===== config.mk =====
export PLATFORM = sky130hd
export DESIGN_NAME = edgcol_dispatch_flat
export DESIGN_NICKNAME = d
export VERILOG_FILES = /design/src/rtl/edgcol_dispatch_if.sv /design/src/rtl/edgcol_dispatch.sv /design/src/flat_wrapper.sv
export SDC_FILE = /design/constraint.sdc
export NUM_CORES = 1
export LEC_CHECK = 0
export ABC_AREA = 1
export CORE_MARGIN = 2
export CORE_UTILIZATION = 33
export CTS_CLUSTER_DIAMETER = 80
export DETAILED_ROUTE_END_ITERATION = 8
export PLACE_DENSITY = 0.56
export SYNTH_ARGS = -nofsm -noshare
export SYNTH_HDL_FRONTEND = slang
export SYNTH_SLANG_ARGS = --single-unit
export TNS_END_PERCENT = 5

===== constraint.sdc =====
create_clock -name clk -period 6.8 [get_ports clk]
set_input_delay 1.36 -clock clk [delete_from_list [all_inputs] [get_ports clk]]
set_output_delay 1.36 -clock clk [all_outputs]
set_load 0.01 [all_outputs]

===== src/rtl/edgcol_dispatch_if.sv =====
// edgcol_dispatch_if: core-side and collision-unit-side signals of the Xedgcol dispatcher
interface edgcol_dispatch_if #(
  parameter int DATA_W    = 32,
  parameter int RESULT_W  = 64,
  parameter int NUM_UNITS = 2
);
  logic                            wr_ena;
  logic [2:0]                      wr_addr;
  logic [DATA_W-1:0]               wr_data;
  logic                            issue_valid;
  logic                            issue_ready;
  logic [NUM_UNITS-1:0]            hb_start;
  logic [NUM_UNITS-1:0]            hb_done;
  logic [NUM_UNITS*RESULT_W-1:0]   hb_return;
  logic [NUM_UNITS*6*DATA_W-1:0]   hb_edge;
  logic                            res_valid;
  logic                            res_ready;
  logic [RESULT_W-1:0]             res_data;
  logic                            busy;
  modport master (
    output wr_ena, wr_addr, wr_data, issue_valid, hb_done, hb_return, res_ready,
    input  issue_ready, hb_start, hb_edge, res_valid, res_data, busy
  );
  modport slave (
    input  wr_ena, wr_addr, wr_data, issue_valid, hb_done, hb_return, res_ready,
    output issue_ready, hb_start, hb_edge, res_valid, res_data, busy
  );
endinterface


===== src/rtl/edgcol_dispatch.sv =====
// edgcol_dispatch: edge registers, round-robin collision-unit dispatch and in-order result FIFO
module edgcol_dispatch #(
  parameter int DATA_W     = 32,
  parameter int RESULT_W   = 64,
  parameter int NUM_UNITS  = 2,
  parameter int FIFO_DEPTH = 4
) (
  input logic             clk,
  input logic             rst,
  edgcol_dispatch_if.slave bus
);
  localparam int PW = NUM_UNITS > 1 ? $clog2(NUM_UNITS) : 1;
  localparam int AW = $clog2(FIFO_DEPTH);
  typedef enum logic [1:0] {IDLE, RUN, HELD} state_t;
  state_t              st   [NUM_UNITS];
  logic [DATA_W-1:0]   edge_r [6];
  logic [6*DATA_W-1:0] snap [NUM_UNITS];
  logic [RESULT_W-1:0] cap  [NUM_UNITS];
  logic [RESULT_W-1:0] mem  [FIFO_DEPTH];
  logic [PW-1:0]       iptr, rptr;
  logic [AW-1:0]       wp, rp;
  logic [AW:0]         cnt;
  logic                accept, retire, pop, full, any_busy;
  always_comb begin
    any_busy = 1'b0;
    bus.hb_start = '0;
    bus.hb_edge = '0;
    for (int i = 0; i < NUM_UNITS; i++) begin
      any_busy = any_busy | (st[i] != IDLE);
      bus.hb_start[i] = st[i] == RUN;
      bus.hb_edge[i*6*DATA_W +: 6*DATA_W] = snap[i];
    end
  end
  assign bus.issue_ready = st[iptr] == IDLE;
  assign accept = bus.issue_valid && bus.issue_ready;
  assign full = cnt == (AW+1)'(FIFO_DEPTH);
  assign bus.res_valid = cnt != '0;
  assign pop = bus.res_valid && bus.res_ready;
  // a full FIFO can still take a retire when the head leaves the same cycle
  assign retire = st[rptr] == HELD && (!full || pop);
  assign bus.res_data = bus.res_valid ? mem[rp] : '0;
  assign bus.busy = any_busy || bus.res_valid;
  always_ff @(posedge clk) begin
    if (rst) begin
      for (int i = 0; i < 6; i++) edge_r[i] <= '0;
      for (int i = 0; i < NUM_UNITS; i++) begin
        st[i] <= IDLE;
        snap[i] <= '0;
        cap[i] <= '0;
      end
      for (int i = 0; i < FIFO_DEPTH; i++) mem[i] <= '0;
      iptr <= '0;
      rptr <= '0;
      wp <= '0;
      rp <= '0;
      cnt <= '0;
    end else begin
      if (bus.wr_ena && bus.wr_addr < 3'd6) edge_r[bus.wr_addr] <= bus.wr_data;
      for (int u = 0; u < NUM_UNITS; u++) begin
        if (accept && iptr == PW'(u)) begin
          st[u] <= RUN;
          snap[u] <= {edge_r[5], edge_r[4], edge_r[3], edge_r[2], edge_r[1], edge_r[0]};
        end else if (st[u] == RUN && bus.hb_done[u]) begin
          st[u] <= HELD;
          cap[u] <= bus.hb_return[u*RESULT_W +: RESULT_W];
        end else if (retire && rptr == PW'(u)) st[u] <= IDLE;
      end
      if (accept) iptr <= iptr == PW'(NUM_UNITS-1) ? '0 : iptr + 1'b1;
      if (retire) begin
        mem[wp] <= cap[rptr];
        wp <= wp + 1'b1;
        rptr <= rptr == PW'(NUM_UNITS-1) ? '0 : rptr + 1'b1;
      end
      if (pop) rp <= rp + 1'b1;
      cnt <= cnt + (AW+1)'(retire) - (AW+1)'(pop);
    end
  end
endmodule

===== src/flat_wrapper.sv =====
// flat-port wrapper written by rule: the top's interface ports become plain ports
module edgcol_dispatch_flat 
#(
  parameter int DATA_W     = 32,
  parameter int RESULT_W   = 64,
  parameter int NUM_UNITS  = 2,
  parameter int FIFO_DEPTH = 4
)
  (clk, rst, bus_wr_ena, bus_wr_addr, bus_wr_data, bus_issue_valid, bus_hb_done, bus_hb_return, bus_res_ready, bus_issue_ready, bus_hb_start, bus_hb_edge, bus_res_valid, bus_res_data, bus_busy);
  edgcol_dispatch_if #(.DATA_W(DATA_W), .RESULT_W(RESULT_W), .NUM_UNITS(NUM_UNITS)) bus_i ();
  input logic clk;
  input logic rst;
  input wire logic [$bits(bus_i.wr_ena)-1:0] bus_wr_ena;
  input wire logic [$bits(bus_i.wr_addr)-1:0] bus_wr_addr;
  input wire logic [$bits(bus_i.wr_data)-1:0] bus_wr_data;
  input wire logic [$bits(bus_i.issue_valid)-1:0] bus_issue_valid;
  input wire logic [$bits(bus_i.hb_done)-1:0] bus_hb_done;
  input wire logic [$bits(bus_i.hb_return)-1:0] bus_hb_return;
  input wire logic [$bits(bus_i.res_ready)-1:0] bus_res_ready;
  output wire logic [$bits(bus_i.issue_ready)-1:0] bus_issue_ready;
  output wire logic [$bits(bus_i.hb_start)-1:0] bus_hb_start;
  output wire logic [$bits(bus_i.hb_edge)-1:0] bus_hb_edge;
  output wire logic [$bits(bus_i.res_valid)-1:0] bus_res_valid;
  output wire logic [$bits(bus_i.res_data)-1:0] bus_res_data;
  output wire logic [$bits(bus_i.busy)-1:0] bus_busy;
  assign bus_i.wr_ena = bus_wr_ena;
  assign bus_i.wr_addr = bus_wr_addr;
  assign bus_i.wr_data = bus_wr_data;
  assign bus_i.issue_valid = bus_issue_valid;
  assign bus_i.hb_done = bus_hb_done;
  assign bus_i.hb_return = bus_hb_return;
  assign bus_i.res_ready = bus_res_ready;
  assign bus_issue_ready = bus_i.issue_ready;
  assign bus_hb_start = bus_i.hb_start;
  assign bus_hb_edge = bus_i.hb_edge;
  assign bus_res_valid = bus_i.res_valid;
  assign bus_res_data = bus_i.res_data;
  assign bus_busy = bus_i.busy;
  edgcol_dispatch #(.DATA_W(DATA_W), .RESULT_W(RESULT_W), .NUM_UNITS(NUM_UNITS), .FIFO_DEPTH(FIFO_DEPTH)) u_core (.clk(clk), .rst(rst), .bus(bus_i));
endmodule

==> impl_metrics.json <==
{
  "hp-class": "reg -> reg",
  "ys_async_sr_fraction_pct": 0,
  "finalClockSkew_ns": 0.0289,
  "cp_common_cell": "nor2_1",
  "grt_pass1_wl_um": 150000,
  "yosys.area.top_type": "edfxtp_1",
  "cp.depth": 6,
  "numCtsBuffers": 104,
  "ys_types": 27,
  "fin_nets": 3808,
  "maxCapViolations": 0,
  "grtUsageTotal_pct": 17.1,
  "ctsHoldBuffers": 0,
  "synth.ff_latch_count": 977,
  "num_rows": 124,
  "crit_required_ns": 5.44,
  "rr_worst_depth": 12,
  "grt_pass1_vias": 23300,
  "final-setup-viol-count": 0,
  "r2r_slack_ns": 3.26,
  "cts_tree": "done",
  "place_inst": 5037,
  "final_max_slew_viol_count": 0,
  "tightest_slew_ns": 1.08,
  "cp_num_buf_inv": 2,
  "synth-seq-area-share_pct": 76.8,
  "syn-num-nets": 3193,
  "synth_edf_count": 963,
  "path_class": "reg -> out",
  "clock_latency_ns": 0.69,
  "slew_headroom_pct": 27.8,
  "cts.clk_slew.worst_paths_ns": 0.06,
  "cp_slowest_stage_delay_ns": 0.81,
  "rsz0062_at_grt": "false",
  "design_area_sq_um": 49200,
  "post_cts_buffers": 0,
  "path_delay_family": "buffers and inverters",
  "critical_path.endpoint": "bus_res_data[51]",
  "ctsRootBufferMaster": "clkbuf_16",
  "grt_overflow": 0,
  "die_w_um": 343,
  "antenna_found_initial": 10,
  "io_pins": 623,
  "post-route-util_pct": 43.0,
  "cp.arrival_ns": 3.73,
  "power_density_nw_per_um2": 370,
  "regArea_sq_um": 29200,
  "post-route-period-util_pct": 74.8,
  "wl_per_cell_um": 19.7,
  "syn-instance-count": 3016,
  "r2r-end": "u_core.cap[0][46]",
  "numPortBuffers": 622,
  "dp_hpwl_um": 66400,
  "totalWireLength_um": 103000,
  "vias_per_cell": 4.46,
  "hold_viol_final": 0,
  "ant_nets": 0,
  "fin_crit_ns": 5.09,
  "drt_iter0_drc": 1477,
  "mostFrequentLayoutCell": "edfxtp_1",
  "multi_input_comb_area_sq_um": 6490,
  "grt_start_max_net_pins": 142,
  "drive_above_1_share_pct": 10.1,
  "peakVddDrop_mv": 0.228,
  "critPathCaptureType": "output port",
  "final.setup.tns_ns": 0,
  "status": "finished clean",
  "synth_area_sq_um": 38000,
  "fmax_mhz": 197,
  "dominantRegCellSynth": "edfxtp_1",
  "synthTopCellsByArea": "edfxtp_1 76%, nor2_1 8.4%, inv_1 3.8%",
  "p_leak_nw": 18.6,
  "ys_warn_count": 0,
  "cts_max_level": 3,
  "clk_path_buf_depth": 3,
  "core_area_sq_um": 114000,
  "die_h_um": 343,
  "vias": 23300,
  "place_congestion": 0.752,
  "post_cts_resized": 0,
  "stdcell_count": 5230,
  "startpoint_type": "register",
  "avgSynthCellArea_sq_um": 12.6,
  "cts.sinks": 977,
  "fill_cells": 10600,
  "cpMaxStageDelayCell": "buf_4",
  "syn_to_final_growth_pct": 29.3,
  "r2r-start": "u_core.st[0][1]",
  "final_cell_mix": "963 x edfxtp_1, 855 x nor2_1, 622 x clkdlybuf4s50_1",
  "yosysTopAreaCellShare_pct": 76.0,
  "dieArea_sq_um": 118000,
  "cp_max_fo": 76,
  "drcViolationCount": 0,
  "start_util_pct": 33.3,
  "place_area_sq_um": 45900,
  "path_cells": "buf_4 -> nor2_1 -> nor2_1 -> o21ai_0 -> a21oi_1 -> clkdlybuf4s50_1",
  "drtPass1Iterations": 5
}
[kinds of logic (layout without fill, tap and decap cells)]
| family | Yosys count | in the layout | share of synthesized area, % |
|---|---|---|---|
| xor gates and xnor gates | 2 | 2 | 0.0461 |
| and+or+nand+nor | 1157 | 1157 | 12.3 |
| buffers and inverters | 599 | 1298 | 6.56 |
| adders and majority gates | 7 | 7 | 0.250 |
| AOI/OAI and AO/OA | 274 | 274 | 4.03 |
| DFF | 977 | 977 | 76.8 |
| other | 0 | 3 | 0 |
[worst min-delay path by stage]
stage / start / end / slack (ns) / cells past startpoint
final: u_core.rp[1] / register / 0.50 / 2
after CTS: u_core.rp[1] / register / 0.49 / 2
after detailed placement: u_core.rp[1] / register / 0.48 / 2
after floorplan: u_core.rp[1] / register / 0.47 / 2
after global routing: u_core.rp[1] / register / 0.53 / 2
after global placement: u_core.rp[1] / register / 0.48 / 2
[synth_stat cells (2+ instances only)]
master	number
dfxtp_1	14
buf_4	4
ha_1	6
a21boi_0	64
nor2_1	856
o21ai_1	4
a21oi_1	69
nand2_1	133
inv_2	65
nand3_1	4
nor3_1	64
nor2_4	3
edfxtp_1	963
o21ai_0	136
buf_1	9
inv_1	381
xor2_1	2
nand4_1	4
nor2_2	90
buf_6	18
buf_2	76
clkbuf_1	46
[cell type report]
cell class | count | share of cell area, %
Clock inverter | 69 | 1.15
Antenna cell | 3 | 0.0153
Inverter | 446 | 3.44
Clock buffer | 121 | 5.51
Timing Repair Buffer | 662 | 13.5
Multi-Input combinational cell | 1440 | 13.2
Tap cell | 1512 | 3.85
Sequential cell | 977 | 59.4
[flip-flops by register name, indices dropped and copies added (netlist names), named ones only]
register and flops:
u_core.cap 128, u_core.edge_r 192, u_core.snap 384, u_core.rp 2
u_core.mem 256, u_core.st 4, u_core.iptr 1, u_core.cnt 3
u_core.wp 2, u_core.rptr 1
[layer usage]
metal	GRT usage (%)	wire, um	up-vias	part of all wire [%]
met5	0	35	-	0.034
met4	5.85	2930	6	2.9
met3	4.33	8480	153	8.3
met2	28.2	49400	836	48
met1	21.8	42000	11200	41
li1	-	-	11200	-
[where the power goes]
| group | switching (mW) | leakage, nW | internal (mW) |
|---|---|---|---|
| logic | 2.70 | 6.96 | 1.70 |
| registers | 0.369 | 10.0 | 7.98 |
| clock network | 2.40 | 1.61 | 3.02 |
| total | 5.46 | 18.6 | 12.7 |
[stage by stage]
stage | worst slack [ns] | hold slack [ns] | total power [mW]
2_1_floorplan | -0.0354 | 0.471 | 10.4
3_3_place_gp | 1.87 | 0.478 | 12.9
4_1_cts | 1.66 | 0.491 | 18.4
6_report | 1.71 | 0.498 | 18.2
5_1_grt | 1.46 | 0.526 | 19.0
3_5_place_dp | 1.67 | 0.484 | 13.0
[worst register-to-register path, cell delays in order (launching register included)]
cell	delay [ns]
edfxtp_1	0.42
inv_1	0.09
nand2_1	0.05
o21ai_0	0.23
nand2_1	0.14
inv_1	0.10
ha_1	0.33
nor2_4	0.10
inv_8	0.36
nor2_4	0.11
nor2_4	0.74
buf_12	0.43
nor2_1	0.17
Note: power is estimated with default switching activity, not from simulation.
